**src/rtl/text_pkg.sv**
```systemverilog
// Shared types and constants for the 80-column text-mode writer path.
package text_pkg;

    typedef enum logic [1:0] {
        CMD_CHAR      = 2'b00,
        CMD_NEWLINE   = 2'b01,
        CMD_BACKSPACE = 2'b10,
        CMD_CLEAR     = 2'b11
    } cmd_t;

    typedef enum logic [1:0] {
        S_IDLE,
        S_WRITE,
        S_CLEAR
    } state_t;

    localparam int unsigned TEXT_COLS = 80;
    localparam int unsigned TEXT_ROWS = 8;

    localparam logic [4:0] CH_SPACE = 5'd0;
    localparam logic [4:0] CH_A     = 5'd1;
    localparam logic [4:0] CH_Z     = 5'd26;
    localparam logic [4:0] CH_STAR  = 5'd27;
    localparam logic [4:0] CH_HASH  = 5'd28;
    localparam logic [4:0] CH_MAX   = 5'd28;

    // Glyph codes outside the font table are rendered as blanks.
    function automatic logic [4:0] sanitize(input logic [4:0] code);
        return (code > CH_MAX) ? CH_SPACE : code;
    endfunction

endpackage

```
**src/rtl/text_cursor_addr.sv**
```systemverilog
// Combinational (row, col) to linear cell address, matching the renderer's col + row*COLS.
module text_cursor_addr #(
    parameter int unsigned COLS = 80,
    parameter int unsigned AW   = 10
) (
    input  logic [2:0]    row,
    input  logic [6:0]    col,
    output logic [AW-1:0] address
);

    generate
        if (COLS == 80) begin : g_shift_add
            // row*80 == row*64 + row*16
            always_comb begin
                address = (AW'(row) << 6) + (AW'(row) << 4) + AW'(col);
            end
        end else begin : g_mult
            always_comb begin
                address = AW'(row) * AW'(COLS) + AW'(col);
            end
        end
    endgenerate

endmodule

```
**src/rtl/text_buffer_writer.sv**
```systemverilog
// Writer side of the text-mode display: command handshake, cursor management,
// single-cell writes and full-screen clear sweeps into one of two text RAMs.
module text_buffer_writer
    import text_pkg::*;
#(
    parameter int unsigned COLS = TEXT_COLS,
    parameter int unsigned ROWS = TEXT_ROWS,
    parameter int unsigned AW   = 10,
    parameter int unsigned DW   = 8
) (
    input  logic          clk,
    input  logic          rst,
    input  logic          in_valid,
    output logic          in_ready,
    input  logic [1:0]    in_cmd,
    input  logic [4:0]    in_char,
    input  logic          in_bank,
    output logic [AW-1:0] ram_address,
    output logic [DW-1:0] ram_data,
    output logic          ram1_wren,
    output logic          ram2_wren,
    output logic [6:0]    cursor_col,
    output logic [2:0]    cursor_row,
    output logic          busy
);

    localparam logic [AW-1:0] LAST_ADDR = AW'(COLS * ROWS - 1);
    localparam logic [6:0]    LAST_COL  = 7'(COLS - 1);
    localparam logic [2:0]    LAST_ROW  = 3'(ROWS - 1);

    state_t        state;
    logic          bank;
    logic [AW-1:0] cur_addr;
    logic [AW-1:0] back_addr;
    logic [6:0]    back_col;
    logic [2:0]    back_row;

    text_cursor_addr #(.COLS(COLS), .AW(AW)) u_addr (
        .row     (cursor_row),
        .col     (cursor_col),
        .address (cur_addr)
    );

    assign in_ready = (state == S_IDLE);
    assign busy     = (state != S_IDLE);

    // Row-major layout makes the previous cell simply address-1, clamped at the origin.
    always_comb begin
        back_col  = cursor_col;
        back_row  = cursor_row;
        back_addr = (cur_addr == '0) ? '0 : cur_addr - AW'(1);
        if (cursor_col != '0) begin
            back_col = cursor_col - 7'd1;
        end else if (cursor_row != '0) begin
            back_col = LAST_COL;
            back_row = cursor_row - 3'd1;
        end
    end

    always_ff @(posedge clk or posedge rst) begin
        if (rst) begin
            state       <= S_IDLE;
            cursor_col  <= '0;
            cursor_row  <= '0;
            ram_address <= '0;
            ram_data    <= '0;
            ram1_wren   <= 1'b0;
            ram2_wren   <= 1'b0;
            bank        <= 1'b0;
        end else begin
            case (state)
                S_IDLE: begin
                    if (in_valid) begin
                        case (cmd_t'(in_cmd))
                            CMD_CHAR: begin
                                ram_address <= cur_addr;
                                ram_data    <= DW'(sanitize(in_char));
                                ram1_wren   <= ~in_bank;
                                ram2_wren   <= in_bank;
                                bank        <= in_bank;
                                state       <= S_WRITE;
                                if (cursor_col == LAST_COL) begin
                                    cursor_col <= '0;
                                    cursor_row <= (cursor_row == LAST_ROW) ? '0 : cursor_row + 3'd1;
                                end else begin
                                    cursor_col <= cursor_col + 7'd1;
                                end
                            end
                            CMD_NEWLINE: begin
                                cursor_col <= '0;
                                cursor_row <= (cursor_row == LAST_ROW) ? '0 : cursor_row + 3'd1;
                            end
                            CMD_BACKSPACE: begin
                                ram_address <= back_addr;
                                ram_data    <= '0;
                                ram1_wren   <= ~in_bank;
                                ram2_wren   <= in_bank;
                                bank        <= in_bank;
                                cursor_col  <= back_col;
                                cursor_row  <= back_row;
                                state       <= S_WRITE;
                            end
                            CMD_CLEAR: begin
                                ram_address <= '0;
                                ram_data    <= '0;
                                ram1_wren   <= ~in_bank;
                                ram2_wren   <= in_bank;
                                bank        <= in_bank;
                                state       <= S_CLEAR;
                            end
                            default: ;
                        endcase
                    end
                end
                S_WRITE: begin
                    ram1_wren <= 1'b0;
                    ram2_wren <= 1'b0;
                    state     <= S_IDLE;
                end
                S_CLEAR: begin
                    if (ram_address == LAST_ADDR) begin
                        ram1_wren  <= 1'b0;
                        ram2_wren  <= 1'b0;
                        cursor_col <= '0;
                        cursor_row <= '0;
                        state      <= S_IDLE;
                    end else begin
                        ram_address <= ram_address + AW'(1);
                        ram1_wren   <= ~bank;
                        ram2_wren   <= bank;
                    end
                end
                default: begin
                    ram1_wren <= 1'b0;
                    ram2_wren <= 1'b0;
                    state     <= S_IDLE;
                end
            endcase
        end
    end

endmodule

```
**config.mk**
```make
export PLATFORM = sky130hd
export DESIGN_NAME = text_buffer_writer
export DESIGN_NICKNAME = d
export VERILOG_FILES = /design/src/rtl/text_pkg.sv /design/src/rtl/text_cursor_addr.sv /design/src/rtl/text_buffer_writer.sv
export SDC_FILE = /design/constraint.sdc
export NUM_CORES = 1
export LEC_CHECK = 0
export ABC_AREA = 1
export BUFFER_PORTS_ARGS = -buffer_cell sky130_fd_sc_hd__buf_2
export CORE_MARGIN = 1.5
export CORE_UTILIZATION = 40
export DETAILED_ROUTE_END_ITERATION = 16
export SLEW_MARGIN = 20
export SYNTH_ARGS = -nofsm -noshare
export SYNTH_HDL_FRONTEND = slang
export SYNTH_SLANG_ARGS = --single-unit
```
**constraint.sdc**
```tcl
create_clock -name clk -period 7.3 [get_ports clk]
set_input_delay 0.73 -clock clk [delete_from_list [all_inputs] [get_ports clk]]
set_output_delay 0.73 -clock clk [all_outputs]
set_load 0.02 [all_outputs]
```
* Word level (Yosys, flattened, before mapping)
Index checks and enable logic that the tools add are counted.
Cells by class: $add $sub $neg 8, multiply operators 0, div/mod/pow operators 0, $lt $le $gt $ge 1, equal/unequal tests 18, shift-type cells 0, mux-type cells 34, bitwise logic cells 2, reduce and logical (&&, ||, !) cells 18
Operators with widths (count):
- 2-to-1 mux 7 bit | 5
- 2-to-1 mux 10 bit | 3
- case mux 10 bit (3 select lines) | 1
- case mux 7 bit (3 select lines) | 1
- case mux 10 bit (2 select lines) | 1
- 2-to-1 mux 3 bit | 6
- case mux 8 bit (2 select lines) | 1
- case mux 7 bit (2 select lines) | 1
- adder 10 x 1 -> 10 bit (second input constant) | 1
- adder 10 x 7 -> 10 bit | 1
- adder 9 x 7 -> 10 bit | 1
- == test 10 bit (second input constant) | 1
- logical NOT 10 bit | 1
- subtractor 10 x 1 -> 10 bit (second input constant) | 1
- != test 3 bit (second input constant) | 3
- case mux 3 bit (3 select lines) | 1
- AND reduction 3 bit | 3
- != test 2 bit (second input constant) | 4
- != test 4 x 1 -> 1 bit (second input constant) | 2
- case mux 2 bit (2 select lines) | 2
- adder 7 x 1 -> 7 bit (second input constant) | 1
- == test 7 bit (second input constant) | 1
- AND reduction 7 bit | 1
- nonzero test 7 bit | 1
- 23 further kinds | 37
Storage, ports and cells: register bits 33, latch bits 0, memory bits (writable) 0, memory bits (read-only) 0, bits of input ports 11, output and inout bits 32, memories kept 0

* Depth between registers and ports, before layout
word-level depth 7, gate-level depth with buffers 15, mapped depth without buffers 15

* Modules after synthesis
A second synthesis with hierarchy kept.
Unflattened totals: cell total of the unflattened synthesis 390, area, all modules 2630.0 µm²
By module, submodules not included:
- text_buffer_writer | instances 1, cells each 363, area an instance 2417.3 µm²
- text_cursor_addr | instances 1, cells each 27, area an instance 212.7 µm²

* Worst setup path after synthesis
OpenSTA, ideal clock, no wires.
path kind register -> register, from register cursor_col[6], to register ram_address[8], library setup time 120 ps, arrival 2417 ps, required time 7180 ps, path slack 4762 ps, cell stages (with the launch flop) 15, path buffers 0, clock period less this slack 2538 ps, cell sequence dfrtp_1 -> inv_1 -> fa_1 -> inv_1 -> fa_1 -> inv_1 -> nand2_1 -> nand2_1 -> nand2_1 -> nor2_4 -> nand3_2 -> nand2_2 -> nor2_1 -> o21ai_1 -> nand2_1
Between the ends: longest elaborated chain between the ends 6
RTL lines:
- from (decl) | RTL line text_buffer_writer.sv:22 | output logic [6:0] cursor_col,
- from (signal assigned) | RTL line text_buffer_writer.sv:86 | cursor_col <= cursor_col + 7'd1;
- from (signal assigned) | RTL line text_buffer_writer.sv:99 | cursor_col <= back_col;
- adder 10 x 7 -> 10 bit (*) | RTL line text_cursor_addr.sv:15 | address = (AW'(row) << 6) + (AW'(row) << 4) + AW'(col);
- subtractor 10 x 1 -> 10 bit or logical NOT 10 bit (tied branches) | RTL line text_buffer_writer.sv:51 | back_addr = (cur_addr == '0) ? '0 : cur_addr - AW'(1);
- 2-to-1 mux 10 bit | RTL line text_buffer_writer.sv:51
- case mux 10 bit (3 select lines) (*) | RTL line text_buffer_writer.sv:74 | case (cmd_t'(in_cmd))
- 2-to-1 mux 10 bit (*) | RTL line text_buffer_writer.sv:73 | if (in_valid) begin
- case mux 10 bit (2 select lines) (*) | RTL line text_buffer_writer.sv:71 | case (state)
- to (signal assigned) | RTL line text_buffer_writer.sv:76 | ram_address <= cur_addr;
- to (signal assigned) | RTL line text_buffer_writer.sv:94 | ram_address <= back_addr;
- to (signal assigned) | RTL line text_buffer_writer.sv:128 | ram_address <= ram_address + AW'(1);
- to (decl) | RTL line text_buffer_writer.sv:18 | output logic [AW-1:0] ram_address,
Mark *: on every way between the ends. The rest lies on a longest branch, timed or not. The select of a mux whose other input is x is not followed. A chain may end at the register's enable or synchronous reset.

* Worst setup path after layout
from input port in_cmd[0], to register ram_address[9]
Between the ends: longest elaborated chain between the ends 4
RTL lines:
- from (decl) | RTL line text_buffer_writer.sv:15 | input logic [1:0] in_cmd,
- == test 2 bit or logical NOT 2 bit (tied branches) | RTL line text_buffer_writer.sv:74
- case mux 10 bit (3 select lines) | RTL line text_buffer_writer.sv:74
- 2-to-1 mux 10 bit | RTL line text_buffer_writer.sv:73
- case mux 10 bit (2 select lines) | RTL line text_buffer_writer.sv:71
Several ways; a longest one is shown, not always the timed one. The select of a mux whose other input is x is not followed.

==> impl_results.md <==
* Final hold violations at 0
* GRT Overall Usage at 0.1896
* Critical Path Start Type: primary input
* Max Cap Viol at 0
* YS warnings at 0
* Global-route wire length before repair at approximately 11000 um
* Worst slew pin tran at approximately 0.78 ns
* Die Y at around 83 um
* Fillers at 645
* Core area at 6277 um2
* Chip width at about 83 um
* Main flop type after synthesis: dfrtp_1
* Worst skew pair latency at between 0.2 and 0.3 ns
* Worst vdd ir at 55.88 uV
* Run status: finished, final reports clean
* Setup CP Type: primary input to flip-flop
* Synth Instances at about 370
* GR Overflow Total at 0
* Synth area leader: dfrtp_1
* HPWL after DPL at 4656 um
* Largest net degree at the start of global routing at 31
* Final wirelength at between 6000 and 7000 um
* CTS tree: built
* Crit. End Element: flip-flop
* Setup bufs post-CTS at 0
* Final ANT Viol Nets at 0
* Setup TNS at 0 ns
* Count leader, synth: nand2_1
* R2R Path Start: cursor_row[2]
* Area grow syn2layout at 13.87%
* Post-CTS Resized at 0
* Period utilization at 0.3824
* Yosys reg bits at 30
* Reg2reg end: ram_address[9]
* Clk_skew at 0.004429 ns
* Synth Area per Inst at slightly below 7 um2
* CP Data Arrival Time at slightly below 3 ns
* Core Util, Final at 0.4664
* Initial Util at 0.4096
* CTS Hold Bufs at 0
* Port Buf Inserts at 39
* H-tree depth at 2
* Drt wl/cell at 12.40 um
* PD cells at 121.4 nW/um2
* Clock buffer count from CTS at 5
* Hold EP: ram_data[3]
* Leak pwr at 1.587 nW
* Commonest cells post-synth: nand2_1 (105), inv_1 (52), dfrtp_1 (30)
* Clk sink count at 30
* Max_slew headroom at 0.4775
* Clock transition at path regs at 0.07 ns
* Top cell type's share of synthesized area at 0.2920
* Drt drc at 0
* Hold path depth at 2
* Inserted Diodes at 0
* Final Max Tran Viols at 0
* GP Congestion at around 0.85
* Register-to-Register Path Depth at 15
* DRT iter0 DRCs at a little over 80
* Top Ports at 43
* Power Total at 0.0003555 W
* Yosys cell types at 33
* Die Area at 6918 um2
* Max frequency at 358.3 MHz
* Reg2Reg Setup Slack at 4.62 ns
* Worst-case clock buffer depth at 2
* Vias in the first global route at 2349
* Iteration count of the initial detailed-routing pass at 5
* Clk root buf: clkbuf_8
* EDFF count, synth at 0
* Post-Syn Area at between 2000 and 3000 um2
* Async SR Flop Fraction at 1.000
* CP required at 7.48 ns
* # rows at 29
* Antenna violations before repair at 0
* Share of layout cells above drive strength 1 at 0.1614
* Final nets at between 400 and 500
* # setup viols final at 0
* Post-synthesis sequential area ratio at 0.2920
* HP Class: flip-flop to flip-flop
* Hold_sp: ram_data[3]
* Via count at between 2k and 2.5k
* RSZ-0062 raised after global routing: no
* Crit Path Max Fanout at 14
* Via density at just under 5
* Fin Hold WS at 0.4855 ns
* Top cells by area, synth: dfrtp_1 (29%), nand2_1 (15%), ha_1 (7.8%)
* Final Critical Period at ~2.8 ns
cells by family after synthesis:
group                    count (synthesis)  share of synthesized area
other                                    1                   0.001458
adder cells (fa/ha/maj)                 18                    0.09343
AND/OR/NAND/NOR                        184                     0.3290
AO/OA/AOI/OAI                           63                     0.1294
buffers and inverters                   62                     0.1002
flip-flops                              30                     0.2920
XOR/XNOR                                16                    0.05450
critical path: stages:
cell and delay (ns):
buf_2 0.10, inv_1 0.06, ha_1 0.38, nor2_1 0.68, nand3_1 0.22, nand3_1 0.13, inv_1 0.06, nand2_2 0.21
inv_1 0.18, nand2_1 0.10, inv_1 0.04, nand2_1 0.05, nand2_1 0.04
power breakdown:
part           total [W]  leakage, nW  switching, W  internal [W]
Clock           0.000167       0.0579     0.0000669      0.000100
Combinational  0.0000221         1.14     0.0000160    0.00000607
Sequential      0.000166        0.394             0      0.000166
Total           0.000355         1.59     0.0000829      0.000273
layer usage:
layer,global-route usage,share of wire,wire [um],vias up
met5,0,0,0,-
met4,0.06364,0.016,99,0
met3,0.02386,0.036,220,8
met2,0.2956,0.45,2718,47
met1,0.2719,0.50,3065,1089
li1,-,-,-,1275
cells in the final DEF, fill, tap and decap left out:
| master | netlist | routed |
|---|---|---|
| o22ai_1 | 2 | 2 |
| nand2_4 | 1 | 1 |
| nor2_1 | 27 | 27 |
| buf_4 | 4 | 1 |
| o21ai_0 | 28 | 28 |
| nand3_2 | 2 | 2 |
| xnor2_1 | 2 | 2 |
| inv_2 | 1 | 1 |
| nor3_1 | 3 | 3 |
| buf_2 | 2 | 39 |
| conb_1 | 1 | 3 |
| clkinv_2 | 0 | 2 |
| ha_1 | 16 | 16 |
| clkbuf_8 | 0 | 5 |
| nor2_4 | 4 | 4 |
| nand4_2 | 1 | 1 |
| nand4_1 | 4 | 4 |
| xor2_1 | 14 | 14 |
| nor4_1 | 1 | 1 |
| nand2_2 | 6 | 6 |
| o21ai_1 | 6 | 6 |
| nor2_2 | 1 | 1 |
| o21bai_1 | 1 | 1 |
| fa_1 | 2 | 2 |
| nand2_1 | 105 | 105 |
| o31ai_1 | 3 | 3 |
| dfrtp_1 | 30 | 30 |
| nor3_2 | 2 | 2 |
| inv_1 | 52 | 52 |
| a21oi_1 | 21 | 21 |
| nand4_4 | 1 | 1 |
| o211ai_1 | 2 | 2 |
| nand3_1 | 26 | 26 |
| bufinv_16 | 0 | 1 |
layout make-up:
class | instances | area, um2 | share of cell area
timing repair buffer | 40 | 202.7 | 0.06923
clock buffer | 5 | 68.82 | 0.02350
multi-input combinational | 284 | 1570 | 0.5363
inverter | 53 | 198.9 | 0.06795
clock inverter | 3 | 40.04 | 0.01368
sequential | 30 | 750.7 | 0.2564
tap | 77 | 96.34 | 0.03291
registers in the layout, indices dropped and copies added (netlist names):
name         count
cursor_row       3
bank             1
ram_address     10
ram_data         5
ram2_wren        1
state            2
cursor_col       7
ram1_wren        1
metrics by stage:
stage / setup WS [ns] / cell area (um2) / std cells
after CTS: 4.490 / 2928 / 492
after global placement: 4.317 / 2819 / 484
after detailed placement: 4.161 / 2819 / 484
final: 4.509 / 2928 / 492
after global routing: 4.155 / 2928 / 492
after floorplan: 4.762 / 2579 / 376
how the worst max path moves through the flow:
stage,from,to,slack (ns),cells after the start
after global placement,in_cmd[0],ram_address[9],4.32,13
after detailed placement,in_cmd[0],ram_address[9],4.16,13
after global routing,in_cmd[0],ram_address[9],4.16,13
after floorplan,cursor_col[6],ram_address[8],4.76,14
final,in_cmd[0],ram_address[9],4.51,13
after CTS,in_cmd[0],ram_address[9],4.49,13
Note: power is estimated with default switching activity, not from simulation.
